--- config.mk ---
export PLATFORM = sky130hd
export DESIGN_NAME = move_command_transmitter
export DESIGN_NICKNAME = d
export VERILOG_FILES = /design/src/rtl/rover_pkg.sv /design/src/rtl/ir_carrier_gen.sv /design/src/rtl/move_command_transmitter.sv
export SDC_FILE = /design/constraint.sdc
export NUM_CORES = 1
export LEC_CHECK = 0
export CORE_AREA = 2 2 115 61
export DETAILED_ROUTE_END_ITERATION = 8
export DIE_AREA = 0 0 117 63
export GPL_TIMING_DRIVEN = 0
export SYNTH_ARGS = -nofsm -noshare
export SYNTH_HDL_FRONTEND = slang
export SYNTH_SLANG_ARGS = --single-unit
--- constraint.sdc ---
create_clock -name clock -period 3.1 [get_ports clock]
set_input_delay 0.62 -clock clock [delete_from_list [all_inputs] [get_ports clock]]
set_output_delay 0.62 -clock clock [all_outputs]
set_load 0.02 [all_outputs]
--- src/rtl/rover_pkg.sv ---
// Shared rover definitions: move command field layout, IR protocol mark
// lengths and the transmitter state encoding.
package rover_pkg;

    localparam int ANGLE_MSB = 32'd11;
    localparam int ANGLE_LSB = 32'd7;
    localparam int DIST_MSB  = 32'd6;
    localparam int DIST_LSB  = 32'd0;
    localparam int CMD_W     = 32'd12;

    localparam logic [2:0] START_MARK_U = 3'd4;
    localparam logic [2:0] ONE_MARK_U   = 3'd2;
    localparam logic [2:0] ZERO_MARK_U  = 3'd1;
    localparam logic [2:0] SPACE_U      = 3'd1;

    typedef enum logic [1:0] {
        IDLE  = 2'd0,
        START = 2'd1,
        BIT   = 2'd2,
        GAP   = 2'd3
    } tx_state_e;

    // Mark length in units for one data bit.
    function automatic logic [2:0] bit_mark_units(input logic bit_val);
        return bit_val ? ONE_MARK_U : ZERO_MARK_U;
    endfunction

endpackage

--- src/rtl/ir_carrier_gen.sv ---
// IR carrier phase generator. `carrier` is the level for the NEXT cycle so the
// parent can register it straight into its output flop; `restart` forces phase 0.
module ir_carrier_gen #(
    parameter int CARRIER_DIV = 675
) (
    input  logic clock,
    input  logic reset_n,
    input  logic restart,
    output logic carrier
);

    localparam int CW = (CARRIER_DIV > 1) ? $clog2(CARRIER_DIV) : 1;
    localparam logic [CW-1:0] PHASE_MAX = CW'(CARRIER_DIV - 1);
    localparam logic [CW-1:0] HIGH_LEN  = CW'(CARRIER_DIV / 2);

    logic [CW-1:0] phase_r;
    logic [CW-1:0] phase_s;

    // Next carrier phase: wraps each period, forced to 0 at a mark start.
    always_comb begin
        phase_s = phase_r;
        if (restart) begin
            phase_s = '0;
        end else if (phase_r == PHASE_MAX) begin
            phase_s = '0;
        end else begin
            phase_s = phase_r + CW'(1'b1);
        end
    end

    // Carrier phase register.
    always_ff @(posedge clock or negedge reset_n) begin
        if (!reset_n) begin
            phase_r <= '0;
        end else begin
            phase_r <= phase_s;
        end
    end

    assign carrier = (phase_s < HIGH_LEN);

endmodule

--- src/rtl/move_command_transmitter.sv ---
// Sends the 12-bit rover move command as a pulse-width-coded IR frame, REPEATS
// times. Define IR_CARRIER_EN to modulate marks; otherwise ir_out is the envelope.
module move_command_transmitter
    import rover_pkg::*;
#(
    parameter int CYCLES_PER_UNIT = 16200,
    parameter int CARRIER_DIV     = 675,
    parameter int FRAME_UNITS     = 75,
    parameter int REPEATS         = 3
) (
    input  logic             clock,
    input  logic             reset_n,
    input  logic             send,
    input  logic [CMD_W-1:0] command,
    output logic             ir_out,
    output logic             busy,
    output logic             done
);

    localparam int UW = (CYCLES_PER_UNIT > 1) ? $clog2(CYCLES_PER_UNIT) : 1;
    localparam int FW = (FRAME_UNITS > 1) ? $clog2(FRAME_UNITS) : 1;
    localparam int RW = (REPEATS > 1) ? $clog2(REPEATS) : 1;
    localparam logic [UW-1:0] UNIT_MAX  = UW'(CYCLES_PER_UNIT - 1);
    localparam logic [FW-1:0] FRAME_MAX = FW'(FRAME_UNITS - 1);
    localparam logic [RW-1:0] REP_MAX   = RW'(REPEATS - 1);
    localparam logic [3:0]    LAST_BIT  = 4'(CMD_W - 1);

    tx_state_e        state_r, state_s;
    logic [CMD_W-1:0] cmd_r, cmd_s;
    logic [RW-1:0]    rep_r, rep_s;
    logic [UW-1:0]    unit_r, unit_s;
    logic [FW-1:0]    frame_unit_r, frame_unit_s;
    logic [2:0]       seg_left_r, seg_left_s;
    logic             in_mark_r, in_mark_s;
    logic [3:0]       bit_idx_r, bit_idx_s;
    logic             busy_r, busy_s;
    logic             done_r, done_s;
    logic             ir_out_r, ir_s;
    logic             mark_start_s;
    logic             unit_end_s;
    logic             seg_end_s;
    logic             frame_end_s;

    // Next-state logic: segments are counted in units of remaining length.
    always_comb begin
        state_s      = state_r;
        cmd_s        = cmd_r;
        rep_s        = rep_r;
        unit_s       = unit_r;
        frame_unit_s = frame_unit_r;
        seg_left_s   = seg_left_r;
        in_mark_s    = in_mark_r;
        bit_idx_s    = bit_idx_r;
        busy_s       = busy_r;
        done_s       = 1'b0;
        mark_start_s = 1'b0;
        unit_end_s   = (unit_r == UNIT_MAX);
        seg_end_s    = unit_end_s && (seg_left_r == 3'd0);
        frame_end_s  = unit_end_s && (frame_unit_r == FRAME_MAX);

        if (state_r == IDLE) begin
            if (send) begin
                cmd_s        = command;
                rep_s        = '0;
                unit_s       = '0;
                frame_unit_s = '0;
                bit_idx_s    = 4'd0;
                seg_left_s   = START_MARK_U - 3'd1;
                in_mark_s    = 1'b1;
                mark_start_s = 1'b1;
                busy_s       = 1'b1;
                state_s      = START;
            end else begin
                busy_s = 1'b0;
            end
        end else begin
            if (unit_end_s) begin
                unit_s       = '0;
                frame_unit_s = (frame_unit_r == FRAME_MAX) ? '0 : frame_unit_r + FW'(1'b1);
                seg_left_s   = (seg_left_r != 3'd0) ? seg_left_r - 3'd1 : seg_left_r;
            end else begin
                unit_s = unit_r + UW'(1'b1);
            end

            case (state_r)
                START: begin
                    if (seg_end_s && in_mark_r) begin
                        in_mark_s  = 1'b0;
                        seg_left_s = SPACE_U - 3'd1;
                    end else if (seg_end_s) begin
                        bit_idx_s    = 4'd0;
                        in_mark_s    = 1'b1;
                        mark_start_s = 1'b1;
                        seg_left_s   = bit_mark_units(cmd_r[0]) - 3'd1;
                        state_s      = BIT;
                    end else begin
                        state_s = START;
                    end
                end
                BIT: begin
                    if (seg_end_s && in_mark_r) begin
                        in_mark_s  = 1'b0;
                        seg_left_s = SPACE_U - 3'd1;
                    end else if (seg_end_s && (bit_idx_r == LAST_BIT)) begin
                        state_s = GAP;
                    end else if (seg_end_s) begin
                        bit_idx_s    = bit_idx_r + 4'd1;
                        in_mark_s    = 1'b1;
                        mark_start_s = 1'b1;
                        seg_left_s   = bit_mark_units(cmd_r[bit_idx_r + 4'd1]) - 3'd1;
                    end else begin
                        state_s = BIT;
                    end
                end
                GAP: begin
                    in_mark_s = 1'b0;
                    if (frame_end_s && (rep_r == REP_MAX)) begin
                        busy_s  = 1'b0;
                        done_s  = 1'b1;
                        state_s = IDLE;
                    end else if (frame_end_s) begin
                        rep_s        = rep_r + RW'(1'b1);
                        bit_idx_s    = 4'd0;
                        in_mark_s    = 1'b1;
                        mark_start_s = 1'b1;
                        seg_left_s   = START_MARK_U - 3'd1;
                        state_s      = START;
                    end else begin
                        state_s = GAP;
                    end
                end
                default: begin
                    in_mark_s = 1'b0;
                    busy_s    = 1'b0;
                    state_s   = IDLE;
                end
            endcase
        end
    end

`ifdef IR_CARRIER_EN
    logic carrier_s;

    ir_carrier_gen #(
        .CARRIER_DIV(CARRIER_DIV)
    ) u_carrier (
        .clock   (clock),
        .reset_n (reset_n),
        .restart (mark_start_s),
        .carrier (carrier_s)
    );

    assign ir_s = in_mark_s & carrier_s;
`else
    assign ir_s = in_mark_s;
`endif

    // State, counters and registered outputs.
    always_ff @(posedge clock or negedge reset_n) begin
        if (!reset_n) begin
            state_r      <= IDLE;
            cmd_r        <= '0;
            rep_r        <= '0;
            unit_r       <= '0;
            frame_unit_r <= '0;
            seg_left_r   <= 3'd0;
            in_mark_r    <= 1'b0;
            bit_idx_r    <= 4'd0;
            busy_r       <= 1'b0;
            done_r       <= 1'b0;
            ir_out_r     <= 1'b0;
        end else begin
            state_r      <= state_s;
            cmd_r        <= cmd_s;
            rep_r        <= rep_s;
            unit_r       <= unit_s;
            frame_unit_r <= frame_unit_s;
            seg_left_r   <= seg_left_s;
            in_mark_r    <= in_mark_s;
            bit_idx_r    <= bit_idx_s;
            busy_r       <= busy_s;
            done_r       <= done_s;
            ir_out_r     <= ir_s;
        end
    end

    assign ir_out = ir_out_r;
    assign busy   = busy_r;
    assign done   = done_r;

endmodule
==> results_dict.tcl <==
set metrics [dict create \
    dpl.cell_count 409 \
    critPathCaptureType "flop" \
    vias 2354 \
    cts_resized 0 \
    cp_num_cells 7 \
    rrSetupSlack_ns 0.23 \
    clock_skew_ns 0.004851 \
    numCtsBuffers 5 \
    tightest_slew_ns 0.7966 \
    drt-initial-drc-count 168 \
    n_antenna_cell 0 \
    status "completed" \
    synth_edf_count 0 \
    firstDrtPassIters 4 \
    met2_length_um 2648 \
    hpwl_um 5170 \
    cts_tree "built" \
    cp_cell_sequence "ha_1, nand4b_1, or4_1, buf_2, o21ai_0, nand4_1, o22ai_1" \
    total_power_uw 2222 \
    floorplan.initialDensity 0.4383 \
    drt-met1-wl_um 3692 \
    worstReg2RegStart "unit_r[0]" \
    synthCells 299 \
    slowest_delay_ns 0.59 \
    grt-ovfl-total 0 \
    grt_pass1_vias 2214 \
    worstSetupStartpointType "flop" \
    p_leak_uw 0.001348 \
    vias_per_cell 5.645 \
    path_buf_inv 1 \
    startpoint "unit_r[0]" \
    cts_hold_buffers 0 \
    max-cap-violations 0 \
    worst_slack_ns 0.2296 \
    clock-sinks 47 \
    min_period_ns 2.870 \
    power_density_nw_per_um2 672.8 \
    top_layer "met4" \
    drcViolationCount 0 \
    async_reset_ff_frac 1.000 \
    yosys_warnings 0 \
    clock_path_buffers 2 \
    cp-endpoint "bit_idx_r[1]" \
    antenna_found_initial 0 \
    nNetsFinal 351 \
    relSlewSlack 0.4620 \
    io_pins 18 \
    gp_congestion 0.8423 \
    pre_cts_slack_ns 0.3454 \
    fp.dieArea_um2 7371 \
    cp_slowest_cell "o21ai_0" \
    cp.required_ns 3.30 \
    clkLatencyLatePin_ns 0.29 \
    hp-class "in2async" \
    ys_seq_elements 47 \
    period_share 0.9259 \
    grt_pass1_wl_um 11540 \
    core_area_um2 6437 \
    worst-path-max-fanout 8 \
    syn_area_per_cell_um2 9.436 \
    drive_gt1_frac 0.1077 \
    slew_violations 0 \
    crit_family "simple AND/OR/NAND/NOR gates" \
    die_x_um 117 \
    grt_setup_unrepaired "false" \
    grt_use_total 0.2024 \
    h-tree-depth 2 \
    ys.flop_type "dfrtp_1" \
    finalHoldViolCount 0 \
    ys_seq_area_frac 0.4169 \
    wl_um 6775 \
    cp_data_arrival_time_ns 3.07 \
    synth_nets 326 \
    synthToLayoutAreaGrowth_pct 17.03 \
    cts_setup_buffers 0 \
    layout.cells.non_filler 417 \
    grt_max_degree 26 \
    r2r_cells 7 \
    peakVddDrop_mv 0.2116 \
    rows 21 \
    finalSetupViolations 0 \
    wl_met3_um 402 \
    antenna_left 0 \
    routedWlPerCell_um 16.25 \
    path_clk_slew_ns 0.06 \
    die_y_um 63 \
    crit_type "reg2reg" \
    syn_area_um2 2821 \
    fmax_mhz 348.4 \
    clock-root-buffer "clkbuf_16" \
    r2r_end "bit_idx_r[1]" \
    ys_types 52 \
    port_buffers 17 \
]
## worst register-to-register path: cells and delay by family, from the launching register on
family	cells	cell delay (ns)
and+or+nand+nor	3	1.13
AOI/OAI and AO/OA	2	0.79
DFF	1	0.41
adders and majority gates	1	0.27
buffers and inverters	1	0.19
## Yosys cell counts (2+ instances only)
| library cell | count | area share |
|---|---|---|
| nor2_1 | 10 | 0.013 |
| nand2_1 | 28 | 0.037 |
| buf_2 | 3 | 0.0053 |
| o41ai_1 | 3 | 0.0093 |
| nand2b_1 | 4 | 0.0089 |
| o211ai_1 | 3 | 0.0080 |
| o21bai_1 | 2 | 0.0053 |
| clkbuf_1 | 10 | 0.013 |
| xnor2_1 | 4 | 0.012 |
| nand3_1 | 16 | 0.028 |
| nor4b_1 | 2 | 0.0062 |
| o32ai_1 | 2 | 0.0062 |
| or3_1 | 3 | 0.0067 |
| mux2_2 | 15 | 0.060 |
| nor3b_2 | 2 | 0.0089 |
| mux2i_1 | 4 | 0.014 |
| o21ai_0 | 32 | 0.057 |
| a31oi_1 | 7 | 0.016 |
| dfrtp_1 | 47 | 0.42 |
| nand4_1 | 4 | 0.0089 |
| nand4b_1 | 2 | 0.0062 |
| or4_1 | 2 | 0.0053 |
| inv_1 | 13 | 0.017 |
| xor2_1 | 2 | 0.0062 |
| nor4_1 | 5 | 0.011 |
| ha_1 | 12 | 0.053 |
| a21o_1 | 4 | 0.011 |
| o22ai_1 | 3 | 0.0067 |
| a21oi_1 | 9 | 0.016 |
| nor3_1 | 4 | 0.0071 |
| and2_1 | 3 | 0.0067 |
| a211oi_1 | 2 | 0.0053 |
| and3_1 | 8 | 0.018 |
| o31ai_1 | 7 | 0.019 |
| nor2b_1 | 5 | 0.011 |
## kinds of logic (layout without fill, tap and decap cells)
kind of cell    count (synthesis)  after routing  share of synthesized area
simple gates                  101            101                     0.1942
compound gates                 86             86                     0.1951
flops                          47             47                     0.4169
buf+inv                        27             53                    0.03991
mux                            20             20                    0.08204
fa+ha+maj                      12             12                    0.05321
xor+xnor                        6              6                    0.01863
## where the power goes
group / internal, uW / total [uW] / leakage (uW) / switching [uW]
logic: 304 / 619 / 0.000662 / 315
registers: 809 / 974 / 0.000599 / 165
clock network: 401 / 629 / 0.0000868 / 228
total: 1510 / 2220 / 0.00135 / 707
## cell type report
type	instances	area, um^2
tap	92	115.1
clock buffer	6	138.9
timing repair buffer	18	185.2
clock inverter	2	35.03
sequential	47	1176
inverter	13	48.80
buffer	14	63.81
fill	587	3136
multi-input combinational	225	1539
## routing by layer
layer / vias to the layer above / GRT usage
li1: 1169 / -
met1: 1131 / 0.3392
met2: 50 / 0.2493
met3: 4 / 0.05626
met4: 0 / 0.03971
met5: - / 0
## flip-flops by register name (all words and copies together), names as in the netlist
signal and count:
rep_r 2, frame_unit_r 7, bit_idx_r 4, unit_r 14, state_r 2, ir_out 1
cmd_r 12, busy 1, seg_left_r 3, done 1
## placed cells by master, fill, tap and decap left out, types with 5 or more instances in the layout
cell type        count
clkbuf_1            10
nor2b_1              5
a31oi_1              7
mux2_2              15
clkdlybuf4s50_1     16
a21oi_1              9
nand3_1             16
inv_1               13
nor2_1              10
ha_1                12
clkbuf_16            5
dfrtp_1             47
o31ai_1              7
and3_1               8
nand2_1             28
o21ai_0             32
## how the worst min path moves through the flow
stage | depth (start not counted) | slack (ns) | end
after floorplan | 0 | 0.32 | bit_idx_r[0]
final | 1 | 0.32 | rep_r[0]
after detailed placement | 1 | 0.47 | frame_unit_r[6]
after CTS | 1 | 0.34 | unit_r[0]
after global routing | 1 | 0.37 | rep_r[0]
after global placement | 1 | 0.47 | frame_unit_r[6]
## through the flow
step                area, um^2  hold WS, ns  setup TNS (ns)  utilization
finish                    3302       0.3163               0       0.5129
global route              3302       0.3659               0       0.5129
CTS                       3296       0.3416               0       0.5120
detailed placement        3122       0.4680               0       0.4849
global placement          3107       0.4730          -1.990       0.4826
floorplan                 2821       0.3244               0            -
(Power assumes the default switching activity.)
